===== src/rtl/moore_digit_sequencer.sv =====
`default_nettype none
// ============================================================================
//  Module      : moore_digit_sequencer
//  Description : Parametrised Moore ring-counter sequencer. Each state selects
//                an entry of a runtime-writable digit table, and that entry
//                drives the digit output. Supports up/down stepping, edge or
//                level manual stepping, a prescaled auto mode, hold, a
//                synchronous clear and a one-cycle wrap strobe.
//  Revision    : 1.0 - initial release
// ============================================================================
module moore_digit_sequencer #(
  parameter int NUM_STATES = 8,
  parameter int STATE_W    = 4,
  parameter int DIGIT_W    = 4,
  parameter int PRESCALE_W = 8,
  parameter int EDGE_STEP  = 1
) (
  input  logic                  clock,
  input  logic                  reset,
  input  logic                  clear,
  input  logic                  step,
  input  logic                  dir,
  input  logic [1:0]            mode,
  input  logic [PRESCALE_W-1:0] prescale,
  input  logic                  wr_en,
  input  logic [STATE_W-1:0]    wr_addr,
  input  logic [DIGIT_W-1:0]    wr_data,
  output logic [STATE_W-1:0]    current_state,
  output logic [DIGIT_W-1:0]    digit,
  output logic                  wrap
);

  localparam logic [STATE_W-1:0] c_last_state  = STATE_W'(NUM_STATES - 1);
  localparam logic [1:0]         c_mode_manual = 2'b00;
  localparam logic [1:0]         c_mode_auto   = 2'b01;

  logic [STATE_W-1:0]    r_state;
  logic [STATE_W-1:0]    w_state_nxt;
  logic                  r_wrap;
  logic                  w_wrap_nxt;
  logic [PRESCALE_W-1:0] r_presc_cnt;
  logic [PRESCALE_W-1:0] w_presc_nxt;
  logic                  r_step_q;
  logic                  w_advance;
  logic [DIGIT_W-1:0]    r_table [NUM_STATES];
  logic [DIGIT_W-1:0]    w_digit;

  // Step history is tracked in every mode so entering manual never sees a stale edge.
  always_ff @(posedge clock or posedge reset) begin
    if (reset) begin
      r_step_q <= 1'b0;
    end else begin
      r_step_q <= step;
    end
  end

  // Decide whether this cycle advances, and where the auto-mode prescaler goes next.
  always_comb begin
    w_advance   = 1'b0;
    w_presc_nxt = '0;
    case (mode)
      c_mode_manual: begin
        w_advance = (EDGE_STEP != 0) ? (step & ~r_step_q) : step;
      end
      c_mode_auto: begin
        // Exact-equal compare: a prescale lowered below the count waits for the counter to roll over.
        if (r_presc_cnt == prescale) begin
          w_advance   = 1'b1;
          w_presc_nxt = '0;
        end else begin
          w_presc_nxt = r_presc_cnt + PRESCALE_W'(1);
        end
      end
      default: begin
        // Hold and reserved: frozen state, prescaler parked at zero.
        w_advance   = 1'b0;
        w_presc_nxt = '0;
      end
    endcase
  end

  // Ring next-state and wrap strobe; clear overrides any advance.
  always_comb begin
    w_state_nxt = r_state;
    w_wrap_nxt  = 1'b0;
    if (r_state > c_last_state) begin
      // Unreachable index: recover to the start of the ring.
      w_state_nxt = '0;
    end else if (w_advance) begin
      if (!dir) begin
        if (r_state == c_last_state) begin
          w_state_nxt = '0;
          w_wrap_nxt  = 1'b1;
        end else begin
          w_state_nxt = r_state + STATE_W'(1);
        end
      end else begin
        if (r_state == '0) begin
          w_state_nxt = c_last_state;
          w_wrap_nxt  = 1'b1;
        end else begin
          w_state_nxt = r_state - STATE_W'(1);
        end
      end
    end
    if (clear) begin
      w_state_nxt = '0;
      w_wrap_nxt  = 1'b0;
    end
  end

  // State, wrap and prescaler registers.
  always_ff @(posedge clock or posedge reset) begin
    if (reset) begin
      r_state     <= '0;
      r_wrap      <= 1'b0;
      r_presc_cnt <= '0;
    end else begin
      r_state     <= w_state_nxt;
      r_wrap      <= w_wrap_nxt;
      r_presc_cnt <= clear ? '0 : w_presc_nxt;
    end
  end

  // One register per table entry; addresses beyond the ring never match and are dropped.
  generate
    for (genvar i = 0; i < NUM_STATES; i++) begin : g_table
      // Entry i resets to i (truncated to digit width) and takes matching writes.
      always_ff @(posedge clock or posedge reset) begin
        if (reset) begin
          r_table[i] <= DIGIT_W'(i);
        end else if (wr_en && (wr_addr == STATE_W'(i))) begin
          r_table[i] <= wr_data;
        end
      end
    end
  endgenerate

  // Moore output: table lookup by the registered state only.
  always_comb begin
    w_digit = '0;
    for (int i = 0; i < NUM_STATES; i++) begin
      if (r_state == STATE_W'(i)) begin
        w_digit = r_table[i];
      end
    end
  end

  assign current_state = r_state;
  assign digit         = w_digit;
  assign wrap          = r_wrap;

endmodule
`default_nettype wire


===== config.mk =====
export PLATFORM = sky130hd
export DESIGN_NAME = moore_digit_sequencer
export DESIGN_NICKNAME = d
export VERILOG_FILES = /design/src/rtl/moore_digit_sequencer.sv
export SDC_FILE = /design/constraint.sdc
export NUM_CORES = 1
export LEC_CHECK = 0
export BUFFER_PORTS_ARGS = -buffer_cell sky130_fd_sc_hd__buf_2
export CELL_PAD_IN_SITES_DETAIL_PLACEMENT = 1
export CELL_PAD_IN_SITES_GLOBAL_PLACEMENT = 1
export CORE_MARGIN = 2
export CORE_UTILIZATION = 45
export CTS_CLUSTER_SIZE = 25
export DETAILED_ROUTE_END_ITERATION = 16
export PLACE_DENSITY_LB_ADDON = 0.05
export SYNTH_ARGS = -nofsm -noshare
export SYNTH_HDL_FRONTEND = slang
export SYNTH_SLANG_ARGS = --single-unit

===== constraint.sdc =====
create_clock -name clock -period 2.19 [get_ports clock]
set_input_delay 0.1095 -clock clock [delete_from_list [all_inputs] [get_ports clock]]
set_output_delay 0.1095 -clock clock [all_outputs]
set_load 0.05 [all_outputs]

# --- Yosys cells after proc, flatten, opt, wreduce, memory -nomap -nowiden ---
# Cells that the tools add are included.
# Widths: inputs -> output; s select.
classes:
  addsub: 3
  magnitude_cmp: 1
  eq_ne: 16
  muxes: 25
  bitwise_logic: 2
  n_reduce_logical: 12
ops:
  columns: ["operator", "n"]
  rows:
  - ["$mux 4", 14]
  - ["$eq 4x3->1 const B", 8]
  - ["$mux 8", 3]
  - ["$eq 4x2->1 const B", 4]
  - ["$add 8x1->8 const B", 1]
  - ["$eq 4x1->1 const B", 2]
  - ["$eq 8x8->1", 1]
  - ["$logic_and 1x1->1", 8]
  - ["$logic_not 4->1", 2]
  - ["$mux 1", 7]
  - ["$add 4x1->4 const B", 1]
  - ["$gt 4x3->1 const B", 1]
  - ["$sub 4x1->4 const B", 1]
  - ["$reduce_bool 3->1", 1]
  - ["$eq 2x1->1 const B", 1]
  - ["$logic_not 2->1", 1]
  - ["$pmux 1 s2", 1]
  - ["$and 1x1->1", 1]
  - ["$not 1->1", 1]
totals:
  regBits: 46
  in_bits: 24
  out_inout_bits: 9
  elab_cells: 71

# --- Depth between registers and ports, before layout ---
# Gate-level depths: netlist of the first run.
logic_depth:
  word_depth: 9
  ltp_mapped: 8
  mapped_depth_nobuf: 7

# --- Least setup slack after synthesis of the first run ---
# No wires, ideal clock.
synth_path:
  path_type: "register -> output"
  startpoint: "register r_state[1] (netlist: current_state[1])"
  endpoint: "output digit[1]"
  arrival_ns: 2.440
  required_time_ns: 2.081
  setup_slack_ns: -0.359
  stages_incl_launch_ff: 8
  path_buffers: 0
  cell_sequence: "dfrtp_1 inv_1 ha_1 and3b_1 a211oi_1 nor3_1 o22ai_1 a22oi_1"
synth_via:
  elab_chain_cells: 9
  word_cells_on_any_way: 16
  classes_between: "eq/ne (7); mux (8); reduce/logical (1)"
synth_rtl:
  columns: ["element", "line_no", "source"]
  rows:
  - ["from (decl)", "37", "logic [STATE_W-1:0] r_state;"]
  - ["from (signal assigned)", "119", "r_state <= w_state_nxt;"]
  - ["$logic_not 4->1", "143", "if (r_state == STATE_W'(i)) begin"]
  - ["$mux 4 (7 in a row)", "143", null]
  - ["$mux 4 (*)", "143", null]
  - ["to (decl)", "29", "output logic [DIGIT_W-1:0] digit,"]
# Every way passes the cells marked *; elsewhere a longest branch is shown, timed or not.

# --- Final worst setup path of the first run ---
layout_path:
  startpoint: "register r_state[0] (netlist: current_state[0])"
  endpoint: "output digit[0]"
# The elaborated chain is that of the path after synthesis.

==> flow_summary.json, run 1 <==
{
  "grt_max_degree": 25,
  "p_per_area_mw_per_mm2": 766,
  "timing.final.crit_share": 0.988,
  "placeableCoreArea_mm2": 0.00541,
  "max-vdd-ir-drop_v": 0.000486,
  "synth_fp_nets": 269,
  "seq_area_frac_synth": 0.471,
  "ys_ff_latch": 46,
  "die_w_um": 78.2,
  "fmax_ghz": 0.462,
  "ys_warn_count": 0,
  "hpwlAfterDp_mm": 4.66,
  "cts_tree": "done",
  "synth_edf_count": 0,
  "hold_viol_final": 0,
  "start_util": 0.458,
  "drive_above_1_share": 0.414,
  "grt_pass1_wl_mm": 10.5,
  "route.detailed.drc": 0,
  "num_antenna_cells": 0,
  "cts.clk_slew.worst_paths_ns": 0.08,
  "path_class": "register to output port",
  "drt_pre_antenna_iters": 4,
  "multi_input_area_mm2": 0.00136,
  "setup_viol": 0,
  "wl_per_cell_um": 17.9,
  "numCtsBuffers": 5,
  "clock_skew_ns": 0.00690,
  "drtIter0Drc": 42,
  "nNetsFinal": 314,
  "r2r_end": "current_state[2]",
  "holdCritStartpoint": "clear",
  "fin_crit_ns": 2.16,
  "seqCellArea_mm2": 0.00117,
  "ff2ff_path_depth": 7,
  "whs_path_depth": 2,
  "avgSynthCellArea_um2": 10.4,
  "grt_pass1_vias": 2108,
  "grt_antenna_before_repair": 0,
  "end_kind": "output port",
  "status": "finished, final reports clean",
  "syn_to_final_growth_pct": 22.3,
  "wl_mm": 6.41,
  "portBuffers": 32,
  "synthCells": 239,
  "drv_cap": 0,
  "via_count": 1964,
  "async_flop_share": 1.00,
  "max_slew_margin": 0.567,
  "cts_root_buffer": "clkbuf_8",
  "drv_slew": 0,
  "total_power_mw": 2.32,
  "synth_cell_types": 36,
  "timing.rr.start": "current_state[0]",
  "die-area_mm2": 0.00611,
  "grtUsageTotal": 0.224,
  "rows": 27,
  "chipHeight_um": 78.2,
  "p_leak_nw": 1.33,
  "hold_path.class": "primary input to register",
  "required_ns": 2.08,
  "cp.arrival_ns": 2.05,
  "rsz0062_at_grt": "true",
  "ys.flop_type": "dfrtp_1",
  "syn_area_mm2": 0.00248,
  "grt-ovfl-total": 0,
  "preCtsSetupSlack_ns": 0.0578,
  "clock_latency_ns": 0.29,
  "place_area_mm2": 0.00278,
  "worstSetupStartpointType": "register",
  "final_area_mm2": 0.00303,
  "nFillCells": 595,
  "rrSetupSlack_ns": 0.58,
  "tns_ns": 0,
  "setup_slack_ns": 0.0269,
  "min_delay_worst_endpoint": "current_state[3]",
  "final_antenna_net_count": 0,
  "worst_pin_slew_ns": 0.648,
  "gp_congestion": 0.867,
  "htreeDepth": 2,
  "cts.path.max_buffers": 2,
  "cts.sinks": 46,
  "critPathMaxFanout": 7,
  "num_io_pins": 33,
  "avgViaCountPerCell": 5.50
}
metrics by stage:
| step | hold slack, ns | instances | utilization |
|---|---|---|---|
| floorplan | 0.141 | 239 | - |
| global placement | 0.193 | 344 | 0.514 |
| detailed placement | 0.201 | 344 | 0.514 |
| CTS | 0.0186 | 357 | 0.548 |
| global route | 0.0285 | 357 | 0.561 |
| finish | 0.0316 | 357 | 0.561 |
report_power, final:
group          switching (mW)  internal, mW  total, mW
Sequential             0.0934          1.03       1.12
Combinational           0.373         0.320      0.693
Clock                   0.282         0.222      0.503
critical path, cell delays in order, from the launching register on:
cell	delay, ns
dfrtp_2	0.46
buf_6	0.14
ha_4	0.17
and3b_1	0.24
a211oi_2	0.05
nor3_1	0.20
o22ai_1	0.15
a22oi_2	0.16
buf_6	0.18
layer usage:
layer,share of wire,track usage,vias up,wire length (um)
met3,0.023,0.0402,8,147
met4,0.015,0.0754,0,95
met1,0.46,0.298,998,2970
met2,0.50,0.372,27,3190
li1,-,-,931,-
met5,0,0,-,0
cell type report:
| type | instances | share of cell area |
|---|---|---|
| clock buffers | 6 | 0.0239 |
| clock inverters | 2 | 0.00330 |
| inverters | 12 | 0.0149 |
| multi-input cells | 176 | 0.447 |
| flip-flops and latches | 46 | 0.386 |
| well taps | 72 | 0.0297 |
| repair buffers | 43 | 0.0954 |
worst max-delay path by stage:
stage | start | to | slack [ns]
final | current_state[0] | digit[0] | 0.03
after global routing | current_state[0] | digit[3] | -0.03
after CTS | current_state[0] | digit[1] | 0.005
after detailed placement | current_state[0] | digit[2] | 0.06
after global placement | current_state[0] | digit[0] | 0.15
after floorplan | current_state[0] | digit[1] | 0.13
timing repair:
action / in CTS / in global routing
buffers inserted: 3 / 0
resized for setup: 17 / 13
hold buffers: 2 / 0
setup endpoints to repair: 4 / 4
pin swaps: 1 / 8
hold endpoints to repair: 19 / 0
registers in the layout, summed over array words and instances, names as in the netlist:
name / cells
r_table: 32
r_presc_cnt: 8
current_state: 4
r_step_q: 1
wrap: 1
kinds of logic after synthesis:
| logic type | share of synthesized area |
|---|---|
| AOI/OAI and AO/OA | 0.0874 |
| xor gates and xnor gates | 0.0530 |
| adders and majority gates | 0.0303 |
| buffers and inverters | 0.0303 |
| DFF | 0.471 |
| muxes | 0.154 |
| and+or+nand+nor | 0.175 |
cell usage after synthesis (2+ instances only):
cell / number / area [um2]
nand4_1: 2 / 12.5
o22ai_1: 8 / 50.1
a21oi_1: 11 / 55.1
nand3b_1: 3 / 22.5
and3b_1: 4 / 35.0
o21ai_0: 2 / 10.0
nor2_1: 16 / 60.1
nor2b_1: 7 / 43.8
a22oi_1: 4 / 30.0
nor4_1: 2 / 12.5
inv_1: 12 / 45.0
ha_1: 6 / 75.1
mux2i_1: 2 / 20.0
nand2b_1: 3 / 18.8
nor3_1: 6 / 30.0
nand3_1: 5 / 25.0
buf_2: 3 / 15.0
a211oi_1: 4 / 30.0
and3_1: 2 / 12.5
nand2_1: 31 / 116
dfstp_2: 12 / 315
xor2_1: 4 / 35.0
xnor2_1: 11 / 96.3
nor3b_1: 3 / 22.5
mux2_2: 32 / 360
dfrtp_1: 34 / 851
placed cells by master, fill, tap and decap left out, types with 3 or more instances in the layout:
| cell type | n |
|---|---|
| nand2_1 | 31 |
| ha_4 | 4 |
| xor2_1 | 4 |
| xnor2_1 | 11 |
| dfrtp_1 | 32 |
| a211oi_2 | 3 |
| nand3b_1 | 3 |
| o22ai_1 | 6 |
| a21oi_1 | 10 |
| nor3_1 | 4 |
| inv_1 | 8 |
| inv_2 | 4 |
| nand2b_1 | 3 |
| nand3_1 | 4 |
| nor2_1 | 16 |
| dfstp_2 | 12 |
| and3b_1 | 4 |
| nor2b_1 | 6 |
| buf_2 | 28 |
| buf_6 | 5 |
| clkbuf_8 | 5 |
| nor3b_1 | 3 |
| mux2_2 | 32 |
| a22oi_2 | 4 |
| buf_4 | 7 |
Note: power is estimated with default switching activity, not from simulation.
==> run 2, diff against run 1 <==
--- a/config.mk
+++ b/config.mk
@@ -13,6 +13,7 @@
 export CTS_CLUSTER_SIZE = 25
 export DETAILED_ROUTE_END_ITERATION = 16
 export PLACE_DENSITY_LB_ADDON = 0.05
+export RECOVER_POWER = 50
 export SYNTH_ARGS = -nofsm -noshare
 export SYNTH_HDL_FRONTEND = slang
 export SYNTH_SLANG_ARGS = --single-unit
==> flow_summary.json, run 2 (synthesis results as in run 1) <==
{
  "status": "finished, final reports clean",
  "grt_antenna_before_repair": 0,
  "grtUsageTotal": 0.224,
  "grt_pass1_wl_mm": 10.5,
  "nNetsFinal": 314,
  "drv_slew": 0,
  "worstPathCellList": "buf_6, ha_4, and3b_1, a211oi_2, nor3_1, o22ai_1, a22oi_2, buf_6",
  "p_comb_frac": 0.297,
  "grt_max_degree": 25,
  "cts.clk_slew.worst_paths_ns": 0.08,
  "hold_path.class": "primary input to register",
  "critPathTopFamily": "flip-flops",
  "num_io_pins": 33,
  "cts_tree": "done",
  "avgViaCountPerCell": 5.48,
  "max_slew_margin": 0.358,
  "wl_mm": 6.41,
  "hpwlAfterDp_mm": 4.66,
  "final_antenna_net_count": 0,
  "max-vdd-ir-drop_v": 0.000486,
  "largest_register_ffs": 32,
  "worstSetupStartpointType": "register",
  "critPathBufInv": 2,
  "end_kind": "output port",
  "hold_viol_final": 0,
  "htreeDepth": 2,
  "critical-path-max-stage-delay_ns": 0.46,
  "p_clk_frac": 0.217,
  "gp_congestion": 0.867,
  "route.detailed.drc": 0,
  "setup_viol": 0,
  "numCtsBuffers": 5,
  "sw_frac_of_total": 0.323,
  "die-area_mm2": 0.00611,
  "fin_crit_ns": 2.16,
  "p_per_area_mw_per_mm2": 770,
  "num_antenna_cells": 0,
  "clock_skew_ns": 0.00694,
  "cp.arrival_ns": 2.05,
  "chipHeight_um": 78.2,
  "path_class": "register to output port",
  "portBuffers": 32,
  "syn_to_final_growth_pct": 21.5,
  "timing.final.crit_share": 0.988,
  "cts.sinks": 46,
  "crit_slowest_cell": "dfrtp_2",
  "layout_common_cells": "mux2_2, dfrtp_1, nand2_1",
  "intPower_mw": 1.57,
  "cts_root_buffer": "clkbuf_8",
  "start_util": 0.458,
  "place_area_mm2": 0.00278,
  "rows": 27,
  "final_area_mm2": 0.00301,
  "seqPwrFrac": 0.486,
  "required_ns": 2.08,
  "drtIter0Drc": 44,
  "power_switching_uw": 747,
  "grt_pass1_vias": 2108,
  "via_count": 1958,
  "critPathMaxFanout": 7,
  "drive_above_1_share": 0.400,
  "tns_ns": 0,
  "instances_no_fill": 357,
  "rsz0062_at_grt": "true",
  "drv_cap": 0,
  "cts.path.max_buffers": 2,
  "wl_per_cell_um": 18.0,
  "fmax_ghz": 0.462,
  "dpl.cell_count": 344,
  "top_register": "r_table",
  "cp_common_cell": "buf_6",
  "p_leak_nw": 1.32,
  "clock_latency_ns": 0.29,
  "worst_pin_slew_ns": 0.963,
  "drt_pre_antenna_iters": 4,
  "placeableCoreArea_mm2": 0.00541,
  "die_w_um": 78.2,
  "grt-ovfl-total": 0
}
==> run 2: repair_timing <==
action,in CTS,in global routing
hold endpoints to repair,19,0
resized for setup,17,13
endpoints found under the setup margin,4,4
pin swaps,1,8
setup buffers,3,0
hold buffers,2,0
==> run 2: worst paths after layout <==
| path | startpoint | to | slack (ns) | depth (start not counted) |
|---|---|---|---|---|
| max in group asynchronous | reset | r_table[22] | 0.47 | 4 |
| setup / recovery | current_state[0] | digit[0] | 0.03 | 8 |
| hold reg to reg | r_table[22] | r_table[22] | 0.51 | 1 |
| hold / removal | clear | current_state[3] | 0.03 | 2 |
| min in group asynchronous | reset | r_table[9] | 0.58 | 3 |
| setup reg to reg | current_state[0] | current_state[2] | 0.58 | 7 |
==> run 2: cell type report <==
| cell class | instances | area (um2) |
|---|---|---|
| sequential | 46 | 1170 |
| timing repair buffer | 43 | 268 |
| multi-input combinational | 176 | 1360 |
| clock inverter | 2 | 10.0 |
| inverter | 12 | 45.0 |
| fill | 600 | 2400 |
| clock buffer | 6 | 72.6 |
| tap | 72 | 90.1 |
==> run 2: metal layers <==
layer  wire length [um]  part of all wire  track usage
met2               3190              0.50        0.372
met5                  0                 0            0
met3                147             0.023       0.0402
met1               2970              0.46        0.298
met4                 95             0.015       0.0754
==> run 2: metrics by stage <==
stage               hold WS, ns  utilization  worst slack [ns]  power, mW
floorplan                 0.141            -             0.129       1.55
global placement          0.193        0.514             0.149       1.72
detailed placement        0.201        0.514            0.0578       1.74
CTS                      0.0186        0.548           0.00514       2.31
global route             0.0285        0.557           -0.0329       2.44
finish                   0.0318        0.557            0.0263       2.32
==> run 2: power groups by stage <==
stage	Sequential (mW)	Combinational (mW)	Clock, mW
after global routing	1.14	0.741	0.557
after detailed placement	1.14	0.600	0
after floorplan	1.12	0.430	0
after CTS	1.12	0.660	0.527
final	1.12	0.688	0.503
after global placement	1.13	0.584	0
==> run 3, diff against run 2 <==
--- a/config.mk
+++ b/config.mk
@@ -5,11 +5,12 @@
 export SDC_FILE = /design/constraint.sdc
 export NUM_CORES = 1
 export LEC_CHECK = 0
+export ABC_AREA = 1
 export BUFFER_PORTS_ARGS = -buffer_cell sky130_fd_sc_hd__buf_2
 export CELL_PAD_IN_SITES_DETAIL_PLACEMENT = 1
 export CELL_PAD_IN_SITES_GLOBAL_PLACEMENT = 1
 export CORE_MARGIN = 2
-export CORE_UTILIZATION = 45
+export CORE_UTILIZATION = 42
 export CTS_CLUSTER_SIZE = 25
 export DETAILED_ROUTE_END_ITERATION = 16
 export PLACE_DENSITY_LB_ADDON = 0.05
==> flow_summary.json, run 3 <==
{
  "status": "finished, final reports clean",
  "synth_edf_count": 0,
  "drv_slew": 0,
  "drt_pre_antenna_iters": 4,
  "avgViaCountPerCell": 5.02,
  "largest_register_ffs": 32,
  "drive_above_1_share": 0.199,
  "ys.flop_type": "dfrtp_1",
  "portBuffers": 32,
  "worst_pin_slew_ns": 0.771,
  "max-vdd-ir-drop_v": 0.000406,
  "placeableCoreArea_mm2": 0.00589,
  "drtIter0Drc": 68,
  "wl_per_cell_um": 14.9,
  "cts_tree": "done",
  "instances_no_fill": 466,
  "synth_top_area_frac": 0.333,
  "hpwlAfterDp_mm": 5.00,
  "p_leak_nw": 1.51,
  "worstSetupStartpointType": "register",
  "netlist_top_cells_area": "dfrtp_1, nand2_1, dfstp_2",
  "yosys.area.top_type": "dfrtp_1",
  "cts.path.max_buffers": 2,
  "gp_congestion": 0.820,
  "synth_cell_types": 27,
  "seq_area_frac_synth": 0.456,
  "wl_mm": 6.93,
  "synthTopCellsByCount": "nand2_1, nor2_1, inv_1",
  "async_flop_share": 1.00,
  "required_ns": 2.08,
  "max_slew_margin": 0.486,
  "drv_cap": 0,
  "grt_pass1_vias": 2441,
  "fin_crit_ns": 2.05,
  "ys_ff_latch": 46,
  "syn_to_final_growth_pct": 20.8,
  "synth_most_common_cell": "nand2_1",
  "avgSynthCellArea_um2": 7.50,
  "cts.sinks": 46,
  "num_io_pins": 33,
  "total_power_mw": 2.18,
  "syn_area_mm2": 0.00256,
  "grt_antenna_before_repair": 0,
  "rows": 28,
  "route.detailed.drc": 0,
  "synth_fp_nets": 371,
  "fmax_ghz": 0.488,
  "grt_max_degree": 24,
  "p_per_area_mw_per_mm2": 705,
  "cp.arrival_ns": 1.94,
  "via_count": 2341,
  "path_class": "register to output port",
  "dpl.cell_count": 449,
  "grt-ovfl-total": 0,
  "grt_pass1_wl_mm": 11.4,
  "final_core_util": 0.525,
  "top_register": "r_table",
  "ys_warn_count": 0,
  "grtUsageTotal": 0.221,
  "layout_commonest_cell": "nand2_1",
  "whs_ns": 0.130,
  "synthCells": 341,
  "hold_path.class": "primary input to register",
  "cts_root_buffer": "clkbuf_8",
  "setup_viol": 0,
  "final_antenna_net_count": 0,
  "end_kind": "output port",
  "die_w_um": 82.0,
  "timing.final.crit_share": 0.936,
  "critPathMaxFanout": 5,
  "hold_viol_final": 0,
  "die-area_mm2": 0.00673,
  "clock_skew_ns": 0.00213,
  "htreeDepth": 2,
  "numCtsBuffers": 5,
  "layout_common_cells": "nand2_1, nor2_1, inv_1, o21ai_0, dfrtp_1",
  "tns_ns": 0,
  "cts.clk_slew.worst_paths_ns": 0.09,
  "num_antenna_cells": 0,
  "chipHeight_um": 82.0,
  "clock_latency_ns": 0.30,
  "rsz0062_at_grt": "true",
  "start_util": 0.435,
  "nNetsFinal": 420
}
[run 3: cell types whose count changed in the layout (fill, tap and decap cells not counted), sizes merged, moves of 4 or more]
cell / change
nor2b: -7
and3b: -4
nor2: +27
a21oi: -7
o21ai: +35
nand3: +18
mux2: -32
nand2: +82
o22ai: -7
a22oi: -4
inv: +26
xnor2: -5
a211oi: -4
[run 3: critical path: stages, from the launching register on]
cell	delay [ns]
dfrtp_2	0.48
ha_4	0.20
inv_1	0.16
nand4_1	0.16
nand3_1	0.11
nand2_1	0.08
nand2_1	0.06
nand2_1	0.05
nand2_1	0.05
nand2_1	0.04
nand2_1	0.05
buf_4	0.19
[run 3: layout make-up]
cell class,count,area (um2)
clock inverters,3,45.0
flip-flops and latches,46,1170
inverters,38,145
clock buffers,5,68.8
fillers,763,2800
multi-input cells,253,1270
well taps,75,93.8
repair buffers,46,303
[run 3: where the power goes]
part	total (mW)	switching, mW	internal (mW)
combinational	0.448	0.284	0.164
clock	0.650	0.310	0.340
sequential	1.08	0.0754	1.01
[run 3: path summary, 6_finish.rpt]
| path | start | to | slack [ns] | cells past startpoint |
|---|---|---|---|---|
| min reg2reg | r_table[0] | r_table[0] | 0.50 | 2 |
| max reg2reg | current_state[0] | current_state[2] | 0.61 | 9 |
| min | dir | current_state[3] | 0.13 | 3 |
| min in group asynchronous | reset | r_table[4] | 0.35 | 3 |
| max | current_state[0] | digit[2] | 0.14 | 11 |
| max in group asynchronous | reset | current_state[0] | 0.75 | 4 |
[run 3: metrics by stage]
step	instance area (um2)	worst slack, ns
after floorplan	2560	0.0568
after global placement	2820	0.244
after detailed placement	2820	0.170
after CTS	3010	0.00559
after global routing	3090	-0.0429
final	3090	0.140
[run 3: metal layers]
layer,up-vias,routed length (um),track usage
met5,-,0,0
met4,0,42,0.0483
met3,4,147,0.0341
met2,24,3390,0.376
met1,1139,3340,0.296
li1,1174,-,-
[run 3: cells by family after synthesis]
family                   synth area share
AO/OA/AOI/OAI                      0.0871
XOR/XNOR                           0.0342
adder cells (fa/ha/maj)            0.0294
buffers and inverters              0.0680
flip-flops                          0.456
AND/OR/NAND/NOR                     0.325
[run 3: timing repair]
action / CTS / global route
gates resized for setup: 7 / 16
pin swaps: 1 / 2
hold endpoints to repair: 12 / 0
hold buffers: 3 / 0
setup buffers: 2 / 4
endpoints found under the setup margin: 4 / 4
